$ cat src/rtl/seq_mult_pkg.sv
// -----------------------------------------------------------------------------
// seq_mult_pkg
// Shared definitions for the sequential shift-and-add multiplier:
//   state_e    - controller states (IDLE / CALC / DONE)
//   cnt_width  - width of the iteration counter for a given operand width,
//                i.e. $clog2(WIDTH+1) so the counter can hold the value WIDTH
// -----------------------------------------------------------------------------
package seq_mult_pkg;

  typedef enum logic [1:0] {
    IDLE = 2'd0,
    CALC = 2'd1,
    DONE = 2'd2
  } state_e;

  // Iteration-counter width for an operand width of `width` bits.
  function automatic int cnt_width(input int width);
    return $clog2(width + 1);
  endfunction

  localparam int DEFAULT_WIDTH = 16;
  localparam int DEFAULT_CNT_W = $clog2(DEFAULT_WIDTH + 1);

endpackage

$ cat src/rtl/seq_multiplier.sv
// -----------------------------------------------------------------------------
// seq_multiplier
// Radix-2 shift-and-add multiplier taking exactly WIDTH iterations per product.
// Operands are accepted with a valid/ready handshake; the product is held in a
// register and presented with a valid/ready handshake.
//
// Parameters
//   WIDTH     operand width (4..32)
//   SIGNED_EN 1: two's-complement operands/product, 0: unsigned
//
// Ports
//   clk        rising-edge clock
//   rst        asynchronous active-high reset
//   in_valid   operands valid            in_ready  block can accept operands
//   a, b       multiplicand / multiplier
//   out_valid  product valid             out_ready consumer accepts product
//   product    2*WIDTH-bit result, held until the next product completes
//   busy       high while an operation is in progress (CALC or DONE)
//   acc        (only with SEQ_MULT_ACCUM_EN) sampled at accept; when 1 the new
//              product is added (mod 2^(2*WIDTH)) to the previous product
//
// Build option
//   SEQ_MULT_ACCUM_EN  enables the accumulate port and adder
// -----------------------------------------------------------------------------
module seq_multiplier
  import seq_mult_pkg::*;
#(
  parameter int WIDTH     = 16,
  parameter bit SIGNED_EN = 1'b0
) (
  input  logic                 clk,
  input  logic                 rst,
  input  logic                 in_valid,
  output logic                 in_ready,
  input  logic [WIDTH-1:0]     a,
  input  logic [WIDTH-1:0]     b,
`ifdef SEQ_MULT_ACCUM_EN
  input  logic                 acc,
`endif
  output logic                 out_valid,
  input  logic                 out_ready,
  output logic [2*WIDTH-1:0]   product,
  output logic                 busy
);

  localparam int CNT_W = cnt_width(WIDTH);
  localparam int PW    = 2 * WIDTH + 1;

  state_e               state_q, state_d;
  logic [CNT_W-1:0]     cnt_q, cnt_d;
  logic [WIDTH:0]       mcand_q, mcand_d;   // multiplicand magnitude
  logic [PW-1:0]        part_q, part_d;     // {upper accumulator, multiplier}
  logic                 sign_q, sign_d;
  logic [2*WIDTH-1:0]   prod_q, prod_d;
`ifdef SEQ_MULT_ACCUM_EN
  logic                 acc_q, acc_d;
`endif

  logic [WIDTH:0]       a_mag, b_mag;
  logic [WIDTH:0]       sum;
  logic [PW-1:0]        shifted;
  logic [2*WIDTH-1:0]   result;

  // Magnitude of an operand, one bit wider so the most-negative value
  // (e.g. 0x8000 at WIDTH=16) is represented exactly.
  function automatic logic [WIDTH:0] magnitude(input logic [WIDTH-1:0] v);
    if (SIGNED_EN && v[WIDTH-1]) begin
      return -{1'b1, v};
    end
    return {1'b0, v};
  endfunction

  always_comb begin
    state_d = state_q;
    cnt_d   = cnt_q;
    mcand_d = mcand_q;
    part_d  = part_q;
    sign_d  = sign_q;
    prod_d  = prod_q;
`ifdef SEQ_MULT_ACCUM_EN
    acc_d   = acc_q;
`endif

    in_ready  = (state_q == IDLE);
    out_valid = (state_q == DONE);
    busy      = (state_q != IDLE);

    a_mag = magnitude(a);
    b_mag = magnitude(b);

    // One iteration: conditionally add the multiplicand into the upper half,
    // then shift the whole partial register right by one.
    sum     = part_q[PW-1:WIDTH] + (part_q[0] ? mcand_q : '0);
    shifted = {sum, part_q[WIDTH-1:0]} >> 1;

    result = sign_q ? -shifted[2*WIDTH-1:0] : shifted[2*WIDTH-1:0];
`ifdef SEQ_MULT_ACCUM_EN
    if (acc_q) begin
      result = result + prod_q;
    end
`endif

    unique case (state_q)
      IDLE: begin
        if (in_valid) begin
          mcand_d = a_mag;
          part_d  = {{WIDTH{1'b0}}, b_mag};
          cnt_d   = '0;
          sign_d  = SIGNED_EN ? (a[WIDTH-1] ^ b[WIDTH-1]) : 1'b0;
`ifdef SEQ_MULT_ACCUM_EN
          acc_d   = acc;
`endif
          state_d = CALC;
        end
      end
      CALC: begin
        part_d = shifted;
        cnt_d  = cnt_q + CNT_W'(1);
        // Last iteration: sign correction (and accumulation) happen on the
        // same edge that enters DONE, so the product never changes mid-CALC.
        if (cnt_q == CNT_W'(WIDTH - 1)) begin
          prod_d  = result;
          state_d = DONE;
        end
      end
      DONE: begin
        if (out_ready) begin
          state_d = IDLE;
        end
      end
      default: state_d = IDLE;
    endcase
  end

  always_ff @(posedge clk or posedge rst) begin
    if (rst) begin
      state_q <= IDLE;
      cnt_q   <= '0;
      mcand_q <= '0;
      part_q  <= '0;
      sign_q  <= 1'b0;
      prod_q  <= '0;
`ifdef SEQ_MULT_ACCUM_EN
      acc_q   <= 1'b0;
`endif
    end else begin
      state_q <= state_d;
      cnt_q   <= cnt_d;
      mcand_q <= mcand_d;
      part_q  <= part_d;
      sign_q  <= sign_d;
      prod_q  <= prod_d;
`ifdef SEQ_MULT_ACCUM_EN
      acc_q   <= acc_d;
`endif
    end
  end

  assign product = prod_q;

endmodule

$ cat config.mk
export PLATFORM = sky130hd
export DESIGN_NAME = seq_multiplier
export DESIGN_NICKNAME = d
export VERILOG_FILES = /design/src/rtl/seq_mult_pkg.sv /design/src/rtl/seq_multiplier.sv
export SDC_FILE = /design/constraint.sdc
export NUM_CORES = 1
export LEC_CHECK = 0
export BUFFER_PORTS_ARGS = -buffer_cell sky130_fd_sc_hd__buf_2
export CAP_MARGIN = 15
export CORE_MARGIN = 8
export CORE_UTILIZATION = 61
export DETAILED_ROUTE_END_ITERATION = 10
export PLACE_DENSITY = 0.85
export SLEW_MARGIN = 20
export SYNTH_ARGS = -nofsm -noshare
export SYNTH_HDL_FRONTEND = slang
export SYNTH_SLANG_ARGS = --single-unit
$ cat constraint.sdc
create_clock -name clk -period 5.49 [get_ports clk]
set_input_delay 0.2745 -clock clk [delete_from_list [all_inputs] [get_ports clk]]
set_output_delay 0.2745 -clock clk [all_outputs]
set_load 0.02 [all_outputs]
==> results of run 1 <==
## stage by stage
stage	utilization, %	instances	hold slack [ps]	area, µm²	worst slack (ps)
3_3_place_gp	67.5	651	453	4850	2830
2_1_floorplan	-	506	380	4450	2880
4_1_cts	70.2	667	84.9	5030	2730
6_report	70.2	667	89.9	5040	2740
3_5_place_dp	67.5	651	457	4850	2750
5_1_grt	70.2	667	74.7	5040	2590
## cell families (layout without fill, tap and decap cells)
group                    count (synthesis)  in the layout
AO/OA/AOI/OAI                          104            104
XOR/XNOR                                 8              8
adder cells (fa/ha/maj)                 19             19
buffers and inverters                   36             98
flip-flops                              87             87
multiplexers                             8              8
AND/OR/NAND/NOR                        244            244
## state kept, by name, indices dropped and copies added, names as in the netlist
| register | count |
|---|---|
| part_q | 32 |
| mcand_q | 16 |
| state_q | 2 |
| product | 32 |
| cnt_q | 5 |
## power groups by stage
stage	logic (mW)	registers, mW	clock network (mW)
floorplan	1.16	1.20	0
global placement	1.59	1.12	0
detailed placement	1.64	1.14	0
CTS	1.66	1.13	0.440
global route	1.86	1.17	0.464
finish	1.66	1.13	0.432
## synthesized netlist by cell type (all sizes together) (2+ instances only)
library cell and instances:
nand2 159, dfrtp 87, o21ai 34, nor2 24
and2 21, a21oi 20, clkbuf 19, ha 18
nand3 14, a31oi 12, buf 10, o31ai 9
inv 7, mux2i 7, xor2 6, a211oi 4
and3 4, nand2b 4, nand4 4, nor3 4
o21bai 4, a21o 3, a22o 3, a211o 2
a31o 2, a32o 2, nor2b 2, o211ai 2
o21a 2, o31a 2, or3 2, xnor2 2
## cell type report
type,count,area (µm²),share of cell area [%]
flip-flops and latches,87,2180,43.2
repair buffers,75,392,7.77
well taps,99,124,2.46
inverters,7,27.5,0.546
clock inverters,6,51.3,1.02
clock buffers,10,138,2.73
multi-input cells,383,2130,42.3
## final timing paths
kind | startpoint | to | slack (ps)
worst max register to register | part_q[0]$_DFFE_PP0P_ | part_q[27]$_DFFE_PP0P_ | 2740
max in group asynchronous | rst | mcand_q[6]$_DFFE_PP0P_ | 4830
worst max-delay path | part_q[0]$_DFFE_PP0P_ | part_q[27]$_DFFE_PP0P_ | 2740
worst min register to register | product[10]$_DFFE_PP0P_ | product[10]$_DFFE_PP0P_ | 470
min in group asynchronous | rst | part_q[26]$_DFFE_PP0P_ | 110
worst min-delay path | out_ready | state_q[1]$_DFFE_PP0P_ | 90
## routing by layer
metal	up-vias	wire length, µm	global-route usage [%]
met2	123	4580	32.5
met3	6	708	4.74
met1	1758	4790	29.0
met4	0	65	4.93
li1	1830	-	-
met5	-	0	0
==> results.yml, run 1 <==
placed_design:
  gp_congestion: 0.933
  dp_hpwl_um: 7150
  portBuffers: 70
power:
  power_frac_comb_pct: 51.5
  p_leak_nw: 2.58
  p_sw_mw: 1.46
  power_switching_share_pct: 45.4
  clockPowerShare_pct: 13.4
  intPower_mw: 1.76
  p_total_mw: 3.22
  pwr-share-seq_pct: 35.1
  ir_drop_uv: 319
  power_density_nw_per_um2: 639
synth:
  ys_seq_area_share_pct: 48.9
  ys_types: 49
  synth_top_family_by_area: "simple AND/OR/NAND/NOR gates"
  syn_nets: 561
  yosysWarnings: 0
  yosysTopAreaCellShare_pct: 48.9
  synth.largest_area_cell: "dfrtp_1"
  synth_edf_count: 0
  async_flop_share_pct: 100
  synth_fa_ha_area_share_pct: 5.51
  ys_ff_latch: 87
  synth_area_per_cell_um2: 8.79
  synth_area_leaders: "dfrtp_1 (49%), nand2_1 (13%), ha_1 (5.1%)"
  synth_ff_type: "dfrtp_1"
  synth_compound_area_share_pct: 15.0
  synth_cells: 506
  yosys-mux-area-fraction_pct: 1.83
  synthSimpleGateAreaFrac_pct: 23.9
  synthXorXnorAreaFrac_pct: 1.57
  synthesis.area_um2: 4450
cells_and_area:
  fill_cells: 566
  most-common-layout-cells: "nand2_1 (159), dfrtp_1 (87), buf_2 (70)"
  drive_above_1_share_pct: 18.0
  finalNetCount: 618
  layout_commonest_cell: "nand2_1"
  antenna_cells: 0
  areaGrowthSynthToFinish_pct: 13.2
die:
  die_h_um: 101
  initial_utilization_pct: 62.0
  top_level_ports: 71
  die_area_um2: 10300
  rows: 31
  die_x_um: 101
  coreArea_um2: 7180
timing:
  tightest_slew_ps: 993
  grt_setup_unrepaired: "false"
  slew_headroom_pct: 33.8
  max_freq_mhz: 363
  drv_slew: 0
  min_period_ps: 2750
  hold_viol: 0
  fin_setup_tns_ps: 0
  fin_skew_ps: 17.1
  finalSetupViolCount: 0
  period_share_pct: 50.2
cts:
  cts.sinks: 87
  h-tree-depth: 3
  clock-root-buffer: "clkbuf_8"
  max-clock-path-buffers: 2
  cts_tree: "yes"
  cts_resized: 0
  numCtsBuffers: 9
  postCtsHoldBufs: 0
  post_cts_buffers: 0
  clk_pin_slew_ps: 100
  clk_latency_ps: 360
global_route:
  grt_max_degree: 88
  grt_pass1_wl_um: 17300
  grt_pass1_vias: 3692
  grtUsageTotal_pct: 20.9
  antenna_found_initial: 0
  overflow: 0
setup_path:
  cp_slowest_cell: "dfrtp_1"
  end_kind: "register"
  path_cells: "and2_1, ha_1, fa_1, a211oi_2, o21ai_2, and3_4, or3_1, a32o_1"
  worstSetupPathType: "reg -> reg"
  worstPathRequired_ps: 5740
  worst-path-stages: 8
  crit_family: "simple AND/OR/NAND/NOR gates"
  cp_slowest_stage_delay_ps: 510
  start_kind: "register"
  r2r_cells: 8
  worstPathMaxFanout: 17
  cp_data_arrival_time_ps: 3010
  crit_buf_inv: 0
detailed_routing:
  via_count: 3717
  wl_per_cell_um: 15.2
  via_per_inst: 5.57
  totalWireLength_um: 10100
  firstDrtPassIters: 5
  drc_errors: 0
  drt_iter0_drc: 179
  ant_nets: 0
hold_path:
  hold_class: "in -> reg"
  hold_depth: 2
run_status:
  status: "complete, no violations"
job:
  cap_violations: 0
No activity file was read; power rests on OpenSTA's default activity.
==> run 2: changes to the inputs <==
- CORE_UTILIZATION: 61 -> 57
- PLACE_DENSITY: 0.85 -> 0.8
- clock period: 5.49 -> 2.8 ns (I/O delays scaled with it)
==> results.yml, run 2 (same netlist as run 1, synthesis figures left out) <==
timing:
  period_share_pct: 91.4
  min_period_ps: 2560
  hold_viol: 0
  finalSetupViolCount: 0
  slew_headroom_pct: 37.7
  grt_setup_unrepaired: "false"
  fin_skew_ps: 14.0
  drv_slew: 0
  fin_setup_tns_ps: 0
  tightest_slew_ps: 932
  max_freq_mhz: 391
detailed_routing:
  drt_iter0_drc: 185
  wl_per_cell_um: 15.6
  via_count: 3854
  via_per_inst: 5.55
  drc_errors: 0
  ant_nets: 0
  totalWireLength_um: 10800
  firstDrtPassIters: 5
cts:
  cts.sinks: 87
  h-tree-depth: 3
  clk_latency_ps: 370
  cts_tree: "yes"
  clk_pin_slew_ps: 90
  max-clock-path-buffers: 2
  clock-root-buffer: "clkbuf_8"
  numCtsBuffers: 9
setup_path:
  start_kind: "register"
  cp_slowest_stage_delay_ps: 440
  cp_data_arrival_time_ps: 2810
  reg2reg_from: "part_q[0]$_DFFE_PP0P_"
  r2r_cells: 8
  r2r_slack_ps: 240
  worstPathMaxFanout: 5
  reg2reg_to: "part_q[27]$_DFFE_PP0P_"
  end_kind: "register"
  cp-endpoint: "part_q[27]$_DFFE_PP0P_"
  startpoint: "part_q[0]$_DFFE_PP0P_"
  worstSetupPathType: "reg -> reg"
  path_cells: "and2_1, ha_1, fa_1, a211oi_2, o21ai_2, and3_4, or3_1, a32o_1"
  worstPathRequired_ps: 3060
  cp_slowest_cell: "fa_1"
global_route:
  grt_max_degree: 38
  overflow: 0
  grt_pass1_vias: 3846
  grt_pass1_wl_um: 18400
  antenna_found_initial: 0
  grtUsageTotal_pct: 20.4
run_status:
  status: "complete, no violations"
job:
  cap_violations: 0
cells_and_area:
  fill_cells: 578
  most-common-layout-cells: "nand2_1 (159), dfrtp_1 (87), buf_2 (70)"
  layout_commonest_cell: "nand2_1"
  drive_above_1_share_pct: 18.4
  finalNetCount: 643
  antenna_cells: 0
  areaGrowthSynthToFinish_pct: 19.1
power:
  p_leak_nw: 2.70
  power_density_nw_per_um2: 1230
  p_total_mw: 6.51
  ir_drop_uv: 599
die:
  initial_utilization_pct: 58.2
  rows: 32
  top_level_ports: 71
  die_h_um: 104
  coreArea_um2: 7650
  die_area_um2: 10900
  die_x_um: 104
hold_path:
  hold_class: "in -> reg"
placed_design:
  portBuffers: 70
  gp_congestion: 0.957
  dp_hpwl_um: 7650
[run 2: cell count changes in the layout (fill, tap and decap cells not counted)]
cell / previous run / this run
clkinv_4: 0 / 2
buf_4: 4 / 12
dlygate4sd3_1: 0 / 18
inv_8: 2 / 0
buf_6: 1 / 0
clkinv_2: 2 / 1
clkinvlp_4: 2 / 1
bufinv_16: 0 / 1
clkbuf_8: 10 / 11
[run 2: per-stage QoR]
step                      utilization, %  hold slack (ps)  setup WS (ps)  instances  cell area [µm²]
after floorplan                        -              245            193        506             4450
after global placement              64.1              234            329        661             4900
after detailed placement            64.1              242            265        661             4900
after CTS                           69.3             5.86            240        695             5300
after global routing                69.3             12.7            166        695             5300
final                               69.3             10.6            240        695             5300
[run 2: what timing repair did]
action / 4_1_cts / 5_1_grt
endpoints found under the hold margin: 52 / 0
gates resized for setup: 0 / 0
hold buffers: 18 / 0
setup buffers: 0 / 0
[run 2: cell type report]
type	count	area, µm²	area share [%]
timing repair buffer	100	621	11.7
inverter	7	27.5	0.520
tap	102	128	2.41
multi-input combinational	383	2130	40.2
clock inverter	5	63.8	1.20
sequential	87	2180	41.1
clock buffer	11	151	2.86
[run 2: worst min path at each step]
stage               start                      end  cells after the start
floorplan            a[0]   mcand_q[0]$_DFFE_PP0P_                      2
global placement      rst  product[11]$_DFFE_PP0P_                      2
detailed placement    rst  product[11]$_DFFE_PP0P_                      2
CTS                  b[7]    part_q[7]$_DFFE_PP0P_                      3
global route         b[3]    part_q[3]$_DFFE_PP0P_                      3
finish               b[4]    part_q[4]$_DFFE_PP0P_                      3
[run 2: report_power, final]
part           switching, mW  total (mW)  internal (mW)
Combinational           2.08        3.37           1.30
Sequential             0.353        2.19           1.84
Clock                  0.476       0.943          0.467
Total                   2.91        6.51           3.60
[run 2: critical path, delay by kind of cell (launching register included)]
| kind | cells | cell delay (ps) |
|---|---|---|
| AO/OA/AOI/OAI | 3 | 720 |
| adder cells (fa/ha/maj) | 2 | 640 |
| AND/OR/NAND/NOR | 3 | 700 |
| flip-flops | 1 | 390 |
[run 2: metal layers]
layer  share of wire (%)  GRT usage [%]  up-vias
li1                    -              -     1881
met1                  45           26.8     1824
met2                  46           31.3      128
met3                 6.2           5.14       21
met4                 2.2           8.58        0
met5                   0              0        -
==> run 3: changes to the inputs <==
- HOLD_SLACK_MARGIN: unset -> 0.1
==> results.yml, run 3 (same netlist as run 1, synthesis figures left out) <==
run_status:
  status: "complete, no violations"
detailed_routing:
  ant_nets: 0
  drc_errors: 0
  via_count: 3915
  drt_iter0_drc: 205
  firstDrtPassIters: 5
  totalWireLength_um: 11200
  wl_per_cell_um: 15.7
  via_per_inst: 5.51
cells_and_area:
  layout_commonest_cell: "nand2_1"
  fill_cells: 562
  finalNetCount: 658
  final_area_um2: 5450
  final_core_utilization_pct: 71.2
  areaGrowthSynthToFinish_pct: 22.4
  most-common-layout-cells: "nand2_1 (159), dfrtp_1 (87), buf_2 (70)"
  antenna_cells: 0
  drive_above_1_share_pct: 17.9
global_route:
  grt_pass1_vias: 3932
  overflow: 0
  antenna_found_initial: 0
  grt_max_degree: 38
  grtUsageTotal_pct: 21.0
  grt_pass1_wl_um: 18800
cts:
  cts.sinks: 87
  clk_latency_ps: 370
  postCtsHoldBufs: 33
  cts_tree: "yes"
  numCtsBuffers: 9
  clock-root-buffer: "clkbuf_8"
  clk_pin_slew_ps: 90
  cts_resized: 0
  h-tree-depth: 3
  post_cts_buffers: 0
  max-clock-path-buffers: 2
setup_path:
  end_kind: "register"
  cp_data_arrival_time_ps: 2800
  cp_slowest_cell: "fa_1"
  worstSetupPathType: "reg -> reg"
  worstPathRequired_ps: 3060
  crit_buf_inv: 0
  start_kind: "register"
  worstPathMaxFanout: 5
  r2r_slack_ps: 250
  reg2reg_from: "part_q[0]$_DFFE_PP0P_"
  r2r_cells: 8
  crit_family: "compound AO/OA/AOI/OAI gates"
  path_cells: "and2_1, ha_1, fa_1, a211oi_2, o21ai_2, and3_4, or3_1, a32o_1"
  reg2reg_to: "part_q[27]$_DFFE_PP0P_"
  cp_slowest_stage_delay_ps: 440
die:
  coreArea_um2: 7650
  top_level_ports: 71
  die_area_um2: 10900
  die_h_um: 104
  initial_utilization_pct: 58.2
  rows: 32
  die_x_um: 104
timing:
  slew_headroom_pct: 37.6
  drv_slew: 0
  period_share_pct: 91.0
  max_freq_mhz: 392
  min_period_ps: 2550
  fin_setup_tns_ps: 0
  hold_viol: 0
  grt_setup_unrepaired: "false"
  fin_skew_ps: 13.0
  finalSetupViolCount: 0
  tightest_slew_ps: 934
hold_path:
  hold_depth: 3
  hp-start: "b[15]"
  hold_class: "in -> reg"
  min_delay_worst_endpoint: "part_q[15]$_DFFE_PP0P_"
placed_design:
  portBuffers: 70
  dp_hpwl_um: 7650
  dpl_cell_area_um2: 4900
  gp_congestion: 0.957
job:
  cap_violations: 0
power:
  p_leak_nw: 2.76
  p_total_mw: 6.53
  power_density_nw_per_um2: 1200
  ir_drop_uv: 608
[run 3: how the worst max path moves through the flow]
stage,start,end,slack [ps],cells after the start
after floorplan,part_q[0]$_DFFE_PP0P_,part_q[27]$_DFFE_PP0P_,190,9
after global placement,part_q[0]$_DFFE_PP0P_,part_q[27]$_DFFE_PP0P_,330,8
after detailed placement,part_q[0]$_DFFE_PP0P_,part_q[27]$_DFFE_PP0P_,270,8
after CTS,part_q[0]$_DFFE_PP0P_,part_q[27]$_DFFE_PP0P_,240,8
after global routing,part_q[0]$_DFFE_PP0P_,part_q[27]$_DFFE_PP0P_,170,8
final,part_q[0]$_DFFE_PP0P_,part_q[27]$_DFFE_PP0P_,250,8
[run 3: area by class of cell]
class / count / area (µm²) / share of cell area, %
Sequential cell: 87 / 2180 / 40.0
Tap cell: 102 / 128 / 2.34
Clock inverter: 5 / 63.8 / 1.17
Multi-Input combinational cell: 383 / 2130 / 39.1
Inverter: 7 / 27.5 / 0.505
Timing Repair Buffer: 115 / 771 / 14.1
Clock buffer: 11 / 151 / 2.78
[run 3: metal layers]
layer / track usage [%] / share of wire, %
met1: 26.8 / 44
met2: 33.3 / 47
met3: 5.33 / 6.1
met4: 8.58 / 2.4
met5: 0 / 0
[run 3: worst register-to-register path: cells and delay by family (launching register included)]
kind / cells / cell delay (ps)
adder cells (fa/ha/maj): 2 / 640
flip-flops: 1 / 390
AND/OR/NAND/NOR: 3 / 700
AO/OA/AOI/OAI: 3 / 720
[run 3: report_power, final]
part	switching [mW]	internal, mW	leakage [nW]	total, mW
registers	0.355	1.84	1.09	2.20
clock network	0.470	0.467	0.106	0.938
logic	2.09	1.31	1.56	3.40
total	2.91	3.62	2.76	6.53
[run 3: metrics by stage]
stage          worst slack [ps]  hold slack, ps  cells
2_1_floorplan               193             245    506
3_3_place_gp                329             234    661
3_5_place_dp                265             242    661
4_1_cts                     240             113    710
5_1_grt                     166             167    710
6_report                    252             129    710
